[src/rtl/spi_pkg.sv]
// Shared SPI constants: frame geometry, controller FSM encodings, peripheral register map.
package spi_pkg;
   localparam int SPI_FRAME_W = 16;
   localparam int SPI_ADDR_W  = 7;
   localparam int SPI_DATA_W  = 8;

   localparam logic [2:0] ST_IDLE  = 3'd0;
   localparam logic [2:0] ST_SETUP = 3'd1;
   localparam logic [2:0] ST_SHIFT = 3'd2;
   localparam logic [2:0] ST_HOLD  = 3'd3;
   localparam logic [2:0] ST_GAP   = 3'd4;

   localparam logic [SPI_ADDR_W-1:0] ADDR_EN_OUT_7_0  = 7'h00;
   localparam logic [SPI_ADDR_W-1:0] ADDR_EN_OUT_15_8 = 7'h01;
   localparam logic [SPI_ADDR_W-1:0] ADDR_EN_PWM_7_0  = 7'h02;
   localparam logic [SPI_ADDR_W-1:0] ADDR_EN_PWM_15_8 = 7'h03;
   localparam logic [SPI_ADDR_W-1:0] ADDR_PWM_DUTY    = 7'h04;

   typedef struct packed {
      logic                  rw;
      logic [SPI_ADDR_W-1:0] addr;
      logic [SPI_DATA_W-1:0] data;
   } spi_frame_t;

   function automatic spi_frame_t make_frame(input logic rw, input logic [SPI_ADDR_W-1:0] addr,
                                             input logic [SPI_DATA_W-1:0] data);
      spi_frame_t f;
      f.rw   = rw;
      f.addr = addr;
      f.data = data;
      return f;
   endfunction
endpackage

[src/rtl/spi_sclk_gen.sv]
// SCLK divider: toggles sclk every CLK_DIV enabled cycles; rise/fall strobe the cycle before the edge.
module spi_sclk_gen #(
   parameter int CLK_DIV = 4
) (
   input  logic clk,
   input  logic rst_n,
   input  logic en,
   input  logic clr,
   output logic sclk,
   output logic sclk_rise,
   output logic sclk_fall
);
   localparam int DW = (CLK_DIV > 1) ? $clog2(CLK_DIV) : 1;

   logic [DW-1:0] div_q, div_d;
   logic          sclk_q, sclk_d;
   logic          tc;

   assign tc = (div_q == DW'(CLK_DIV - 1));

   always_comb begin
      div_d  = div_q;
      sclk_d = sclk_q;
      if (clr) begin
         div_d  = '0;
         sclk_d = 1'b0;
      end else if (en) begin
         if (tc) begin
            div_d  = '0;
            sclk_d = ~sclk_q;
         end else begin
            div_d = div_q + DW'(1);
         end
      end
   end

   always_ff @(posedge clk) begin
      if (!rst_n) begin
         div_q  <= '0;
         sclk_q <= 1'b0;
      end else begin
         div_q  <= div_d;
         sclk_q <= sclk_d;
      end
   end

   assign sclk      = sclk_q;
   assign sclk_rise = en & ~clr & tc & ~sclk_q;
   assign sclk_fall = en & ~clr & tc & sclk_q;
endmodule

[src/rtl/spi_controller.sv]
// SPI mode-0 write controller, 16-bit frames MSB first.
// Define SPI_CTRL_READBACK_EN to add CIPO capture of frame bits 7..0 into rsp_data.
module spi_controller
   import spi_pkg::*;
#(
   parameter int CLK_DIV  = 4,
   parameter int CS_SETUP = 2,
   parameter int CS_HOLD  = 2,
   parameter int CS_IDLE  = 4
) (
   input  logic                  clk,
   input  logic                  rst_n,
   input  logic                  req_valid,
   output logic                  req_ready,
   input  logic                  req_write,
   input  logic [SPI_ADDR_W-1:0] req_addr,
   input  logic [SPI_DATA_W-1:0] req_data,
   output logic                  SCLK,
   output logic                  COPI,
   output logic                  nCS,
   output logic                  busy,
   output logic                  done
`ifdef SPI_CTRL_READBACK_EN
   ,input  logic                  CIPO
   ,output logic [SPI_DATA_W-1:0] rsp_data
`endif
);
   logic [2:0]             state_q, state_d;
   logic [7:0]             cnt_q, cnt_d;
   logic [3:0]             bit_cnt_q, bit_cnt_d;
   logic [SPI_FRAME_W-1:0] shreg_q, shreg_d;
   logic                   ncs_q, ncs_d;
   logic                   done_q, done_d;
   logic                   sclk_rise, sclk_fall;
   logic                   in_shift;

   assign in_shift = (state_q == ST_SHIFT);

   spi_sclk_gen #(.CLK_DIV(CLK_DIV)) u_sclk (
      .clk       (clk),
      .rst_n     (rst_n),
      .en        (in_shift),
      .clr       (~in_shift),
      .sclk      (SCLK),
      .sclk_rise (sclk_rise),
      .sclk_fall (sclk_fall)
   );

   always_comb begin
      state_d   = state_q;
      cnt_d     = cnt_q;
      bit_cnt_d = bit_cnt_q;
      shreg_d   = shreg_q;
      ncs_d     = ncs_q;
      done_d    = 1'b0;
      case (state_q)
         ST_IDLE: if (req_valid) begin
            shreg_d   = make_frame(req_write, req_addr, req_data);
            ncs_d     = 1'b0;
            cnt_d     = '0;
            bit_cnt_d = '0;
            state_d   = ST_SETUP;
         end
         ST_SETUP: if (cnt_q == 8'(CS_SETUP - 1)) begin
            cnt_d   = '0;
            state_d = ST_SHIFT;
         end else cnt_d = cnt_q + 8'd1;
         // COPI is shreg_q[15]; advancing on the falling strobe keeps it stable around each rise.
         ST_SHIFT: if (sclk_fall) begin
            if (bit_cnt_q == 4'd15) begin
               cnt_d   = '0;
               state_d = ST_HOLD;
            end else begin
               shreg_d   = {shreg_q[SPI_FRAME_W-2:0], 1'b0};
               bit_cnt_d = bit_cnt_q + 4'd1;
            end
         end
         ST_HOLD: if (cnt_q == 8'(CS_HOLD - 1)) begin
            ncs_d   = 1'b1;
            shreg_d = '0;
            done_d  = 1'b1;
            cnt_d   = '0;
            state_d = ST_GAP;
         end else cnt_d = cnt_q + 8'd1;
         ST_GAP: if (cnt_q == 8'(CS_IDLE - 1)) begin
            cnt_d   = '0;
            state_d = ST_IDLE;
         end else cnt_d = cnt_q + 8'd1;
         default: state_d = ST_IDLE;
      endcase
   end

   always_ff @(posedge clk) begin
      if (!rst_n) begin
         state_q   <= ST_IDLE;
         cnt_q     <= '0;
         bit_cnt_q <= '0;
         shreg_q   <= '0;
         ncs_q     <= 1'b1;
         done_q    <= 1'b0;
      end else begin
         state_q   <= state_d;
         cnt_q     <= cnt_d;
         bit_cnt_q <= bit_cnt_d;
         shreg_q   <= shreg_d;
         ncs_q     <= ncs_d;
         done_q    <= done_d;
      end
   end

`ifdef SPI_CTRL_READBACK_EN
   logic [SPI_DATA_W-1:0] rx_q, rx_d, rsp_q, rsp_d;

   // bit_cnt 8..15 covers the data byte of the frame.
   always_comb begin
      rx_d  = rx_q;
      rsp_d = rsp_q;
      if (sclk_rise && bit_cnt_q[3]) rx_d = {rx_q[SPI_DATA_W-2:0], CIPO};
      if (done_d) rsp_d = rx_q;
   end

   always_ff @(posedge clk) begin
      if (!rst_n) begin
         rx_q  <= '0;
         rsp_q <= '0;
      end else begin
         rx_q  <= rx_d;
         rsp_q <= rsp_d;
      end
   end

   assign rsp_data = rsp_q;
`else
   logic unused_rise;
   assign unused_rise = sclk_rise;
`endif

   assign req_ready = (state_q == ST_IDLE);
   assign busy      = (state_q != ST_IDLE);
   assign done      = done_q;
   assign nCS       = ncs_q;
   assign COPI      = shreg_q[SPI_FRAME_W-1];
endmodule

[config.mk]
export PLATFORM = sky130hd
export DESIGN_NAME = spi_controller
export DESIGN_NICKNAME = d
export VERILOG_FILES = /design/src/rtl/spi_pkg.sv /design/src/rtl/spi_sclk_gen.sv /design/src/rtl/spi_controller.sv
export SDC_FILE = /design/constraint.sdc
export NUM_CORES = 1
export LEC_CHECK = 0
export CAP_MARGIN = 10
export CORE_ASPECT_RATIO = 0.9
export CORE_MARGIN = 2
export CORE_UTILIZATION = 50
export CTS_BUF_LIST = sky130_fd_sc_hd__clkbuf_4
export DETAILED_ROUTE_END_ITERATION = 8
export PLACE_DENSITY_LB_ADDON = 0.1
export SETUP_SLACK_MARGIN = 0.3
export SLEW_MARGIN = 25
export SYNTH_ARGS = -nofsm -noshare
export SYNTH_HDL_FRONTEND = slang
export SYNTH_SLANG_ARGS = --single-unit
[constraint.sdc]
create_clock -name clk -period 1.8 [get_ports clk]
set_input_delay 0.27 -clock clk [delete_from_list [all_inputs] [get_ports clk]]
set_output_delay 0.27 -clock clk [all_outputs]
set_load 0.02 [all_outputs]
==> results.cfg <==
[status]
status = finished clean

[place]
placedCellCount = 286
place_hpwl_um = 3040
routabilityCongestion = 0.826
portBuffers = 24

[clocking]
insertion_delay_ns = 0.36
cts_sinks = 36
cts_tree = built
h-tree-depth = 2
cts_buffers = 5
path_clk_slew_ns = 0.12
cts_root_buffer = clkbuf_4
hold_buffers = 0
cts.path.max_buffers = 2

[detailed_routing]
ant_nets = 0
vias = 1812
wl_met3_um = 182
drtPass1Iterations = 4
maxUsedRoutingLayer = met4
wl_met2_um = 2450
vias_per_cell = 5.85
drt-met1-wl_um = 2240
drc = 0
wl_per_cell_um = 16.0
drt_iter0_drc = 108
wirelength_um = 4950

[global_route]
grt_antenna_before_repair = 0
track_usage = 0.224
grt_max_degree = 19
grt_pass1_wl_um = 7990
overflow = 0
grt_pass1_vias = 1727

[layout]
antennaDiodeCount = 0
fin_cells = 310
post-route-util = 0.758
drive_gt1_frac = 0.364
area_growth_pct = 43.2
fin_nets = 286
n_fill_cell = 245

[synthesis]
ys_async_sr_fraction = 0
synth.area.top_cells = dfxtp_1 36%, mux2i_1 7.6%, nor2b_1 6.0%
synth_fp_nets = 241
yosysTopAreaCell = dfxtp_1
synth_top_area_share = 0.362
yosysSeqAreaShare = 0.362
yosysMostFrequentCell = dfxtp_1
ys_types = 43
synth_edf_count = 0
synth_top_flop_cell = dfxtp_1
ys_ff_latch = 36
synth_commonest_cells = 36 x dfxtp_1, 19 x nor2b_1, 15 x mux2i_1, 15 x nand4_1, 12 x nand2_1
avgSynthCellArea_um2 = 9.12
syn_inst = 218
synth.cell_area_mm2 = 0.00199
yosys_warnings = 0

[power_and_ir_drop]
p_switching_mw = 0.582
leakage_nw = 0.999
sw_frac_of_total = 0.319
p_comb_frac = 0.288
seq_power_share = 0.476
p_per_area_mw_per_mm2 = 640
peakVddDrop_mv = 0.592
p_int_mw = 1.24
clkPwrFrac = 0.236

[floorplan]
initial_utilization = 0.529
fp.dieH_um = 63.8
rows = 21
fp.dieW_um = 70.5
dieArea_mm2 = 0.00450
core-area_mm2 = 0.00376
num_io_pins = 25

[worst_setup_path]
cp_max_fo = 6
start_kind = flip-flop
worstPathArrival_ns = 1.84
crit_type = reg2reg
worst_setup_path_end_kind = flip-flop
cp.required_ns = 2.06

[timing]
setup_viol = 0
maxSlewHeadroom = 0.743
fmax_mhz = 633
slew_viol_final = 0
hold_viol_final = 0
finalCritPeriodShare = 0.878
rsz0062_at_grt = true
tightest_slew_ns = 0.386
skew_ns = 0.0135
worst_hold_slack_ns = 0.445
layout_min_cycle_time_ns = 1.58

[hold_path]
hold_class = reg2reg

[run]
maxCapViolations = 0
==> per-stage QoR <==
| stage | setup WS [ns] | instance area, µm² | power (mW) | setup TNS (ns) |
|---|---|---|---|---|
| 4_1_cts | 0.203 | 2660 | 1.76 | 0 |
| 5_1_grt | 0.139 | 2850 | 1.90 | 0 |
| 2_1_floorplan | 0.220 | 2060 | 1.15 | 0 |
| 3_5_place_dp | -0.0490 | 2370 | 1.27 | -0.250 |
| 6_report | 0.220 | 2850 | 1.82 | 0 |
| 3_3_place_gp | -0.00302 | 2370 | 1.26 | -0.0154 |
==> layer usage <==
metal | up-vias | GRT usage
li1 | 897 | -
met1 | 880 | 0.286
met2 | 29 | 0.360
met3 | 6 | 0.0584
met4 | 0 | 0.0913
met5 | - | 0
==> sequential cells by signal, summed over array words and instances, names as in the netlist <==
signal and flops:
bit_cnt_q 4, cnt_q 8, state_q 3, shreg_q 16
u_sclk.div_q 2, u_sclk.sclk 1, done 1, nCS 1
==> layout by cell type, fill, tap and decap left out, types with 5 or more instances in the layout <==
cell and instances:
clkdlybuf4s50_1 18, dfxtp_2 7, dfxtp_4 5, inv_1 9
nand3_1 6, nor3_1 5, nand4_1 15, nor2_1 7
mux2i_1 14, clkbuf_4 5, buf_4 23, nand2_1 12
dfxtp_1 24, o31ai_4 11, nor2b_1 18
==> logic make-up (layout without fill, tap and decap cells) <==
| group | after synthesis | in the layout | synth area share |
|---|---|---|---|
| muxes | 15 | 15 | 0.0755 |
| AOI/OAI and AO/OA | 49 | 49 | 0.201 |
| xor gates and xnor gates | 4 | 4 | 0.0176 |
| DFF | 36 | 36 | 0.362 |
| and+or+nand+nor | 83 | 83 | 0.252 |
| buffers and inverters | 27 | 73 | 0.0661 |
| adders and majority gates | 4 | 4 | 0.0252 |
==> power by group through the flow <==
stage	Combinational (mW)	Sequential, mW	Clock [mW]
floorplan	0.267	0.882	0
global placement	0.366	0.891	0
detailed placement	0.376	0.893	0
CTS	0.461	0.870	0.432
global route	0.564	0.873	0.466
finish	0.525	0.869	0.430
==> final cells by class <==
cell class | count | area, µm² | share of cell area
Multi-Input combinational cell | 155 | 1430 | 0.501
Sequential cell | 36 | 748 | 0.263
Timing Repair Buffer | 55 | 527 | 0.185
Tap cell | 46 | 57.6 | 0.0202
Clock buffer | 5 | 37.5 | 0.0132
Inverter | 10 | 37.5 | 0.0132
Clock inverter | 3 | 13.8 | 0.00483
==> repair_timing <==
item / 4_1_cts / 5_1_grt
resized for setup: 38 / 33
buffers inserted: 13 / 3
pin swaps: 8 / 10
setup endpoints to repair: 34 / 32
==> critical path, stage by stage (launching register included) <==
cell and delay, ns:
dfxtp_4 0.39, nor4_4 0.31, buf_4 0.18, nand4_4 0.07
and2_4 0.19, buf_12 0.14, a31o_4 0.20
==> path summary, 6_finish.rpt <==
path	from	end	slack, ns	depth (start not counted)
hold / removal	u_sclk.div_q[0]	u_sclk.div_q[0]	0.45	1
hold reg to reg	u_sclk.div_q[0]	u_sclk.div_q[0]	0.45	1
setup / recovery	cnt_q[2]	shreg_q[0]	0.22	6
setup reg to reg	cnt_q[2]	shreg_q[0]	0.22	6
Power figures use the tool's default switching activity.
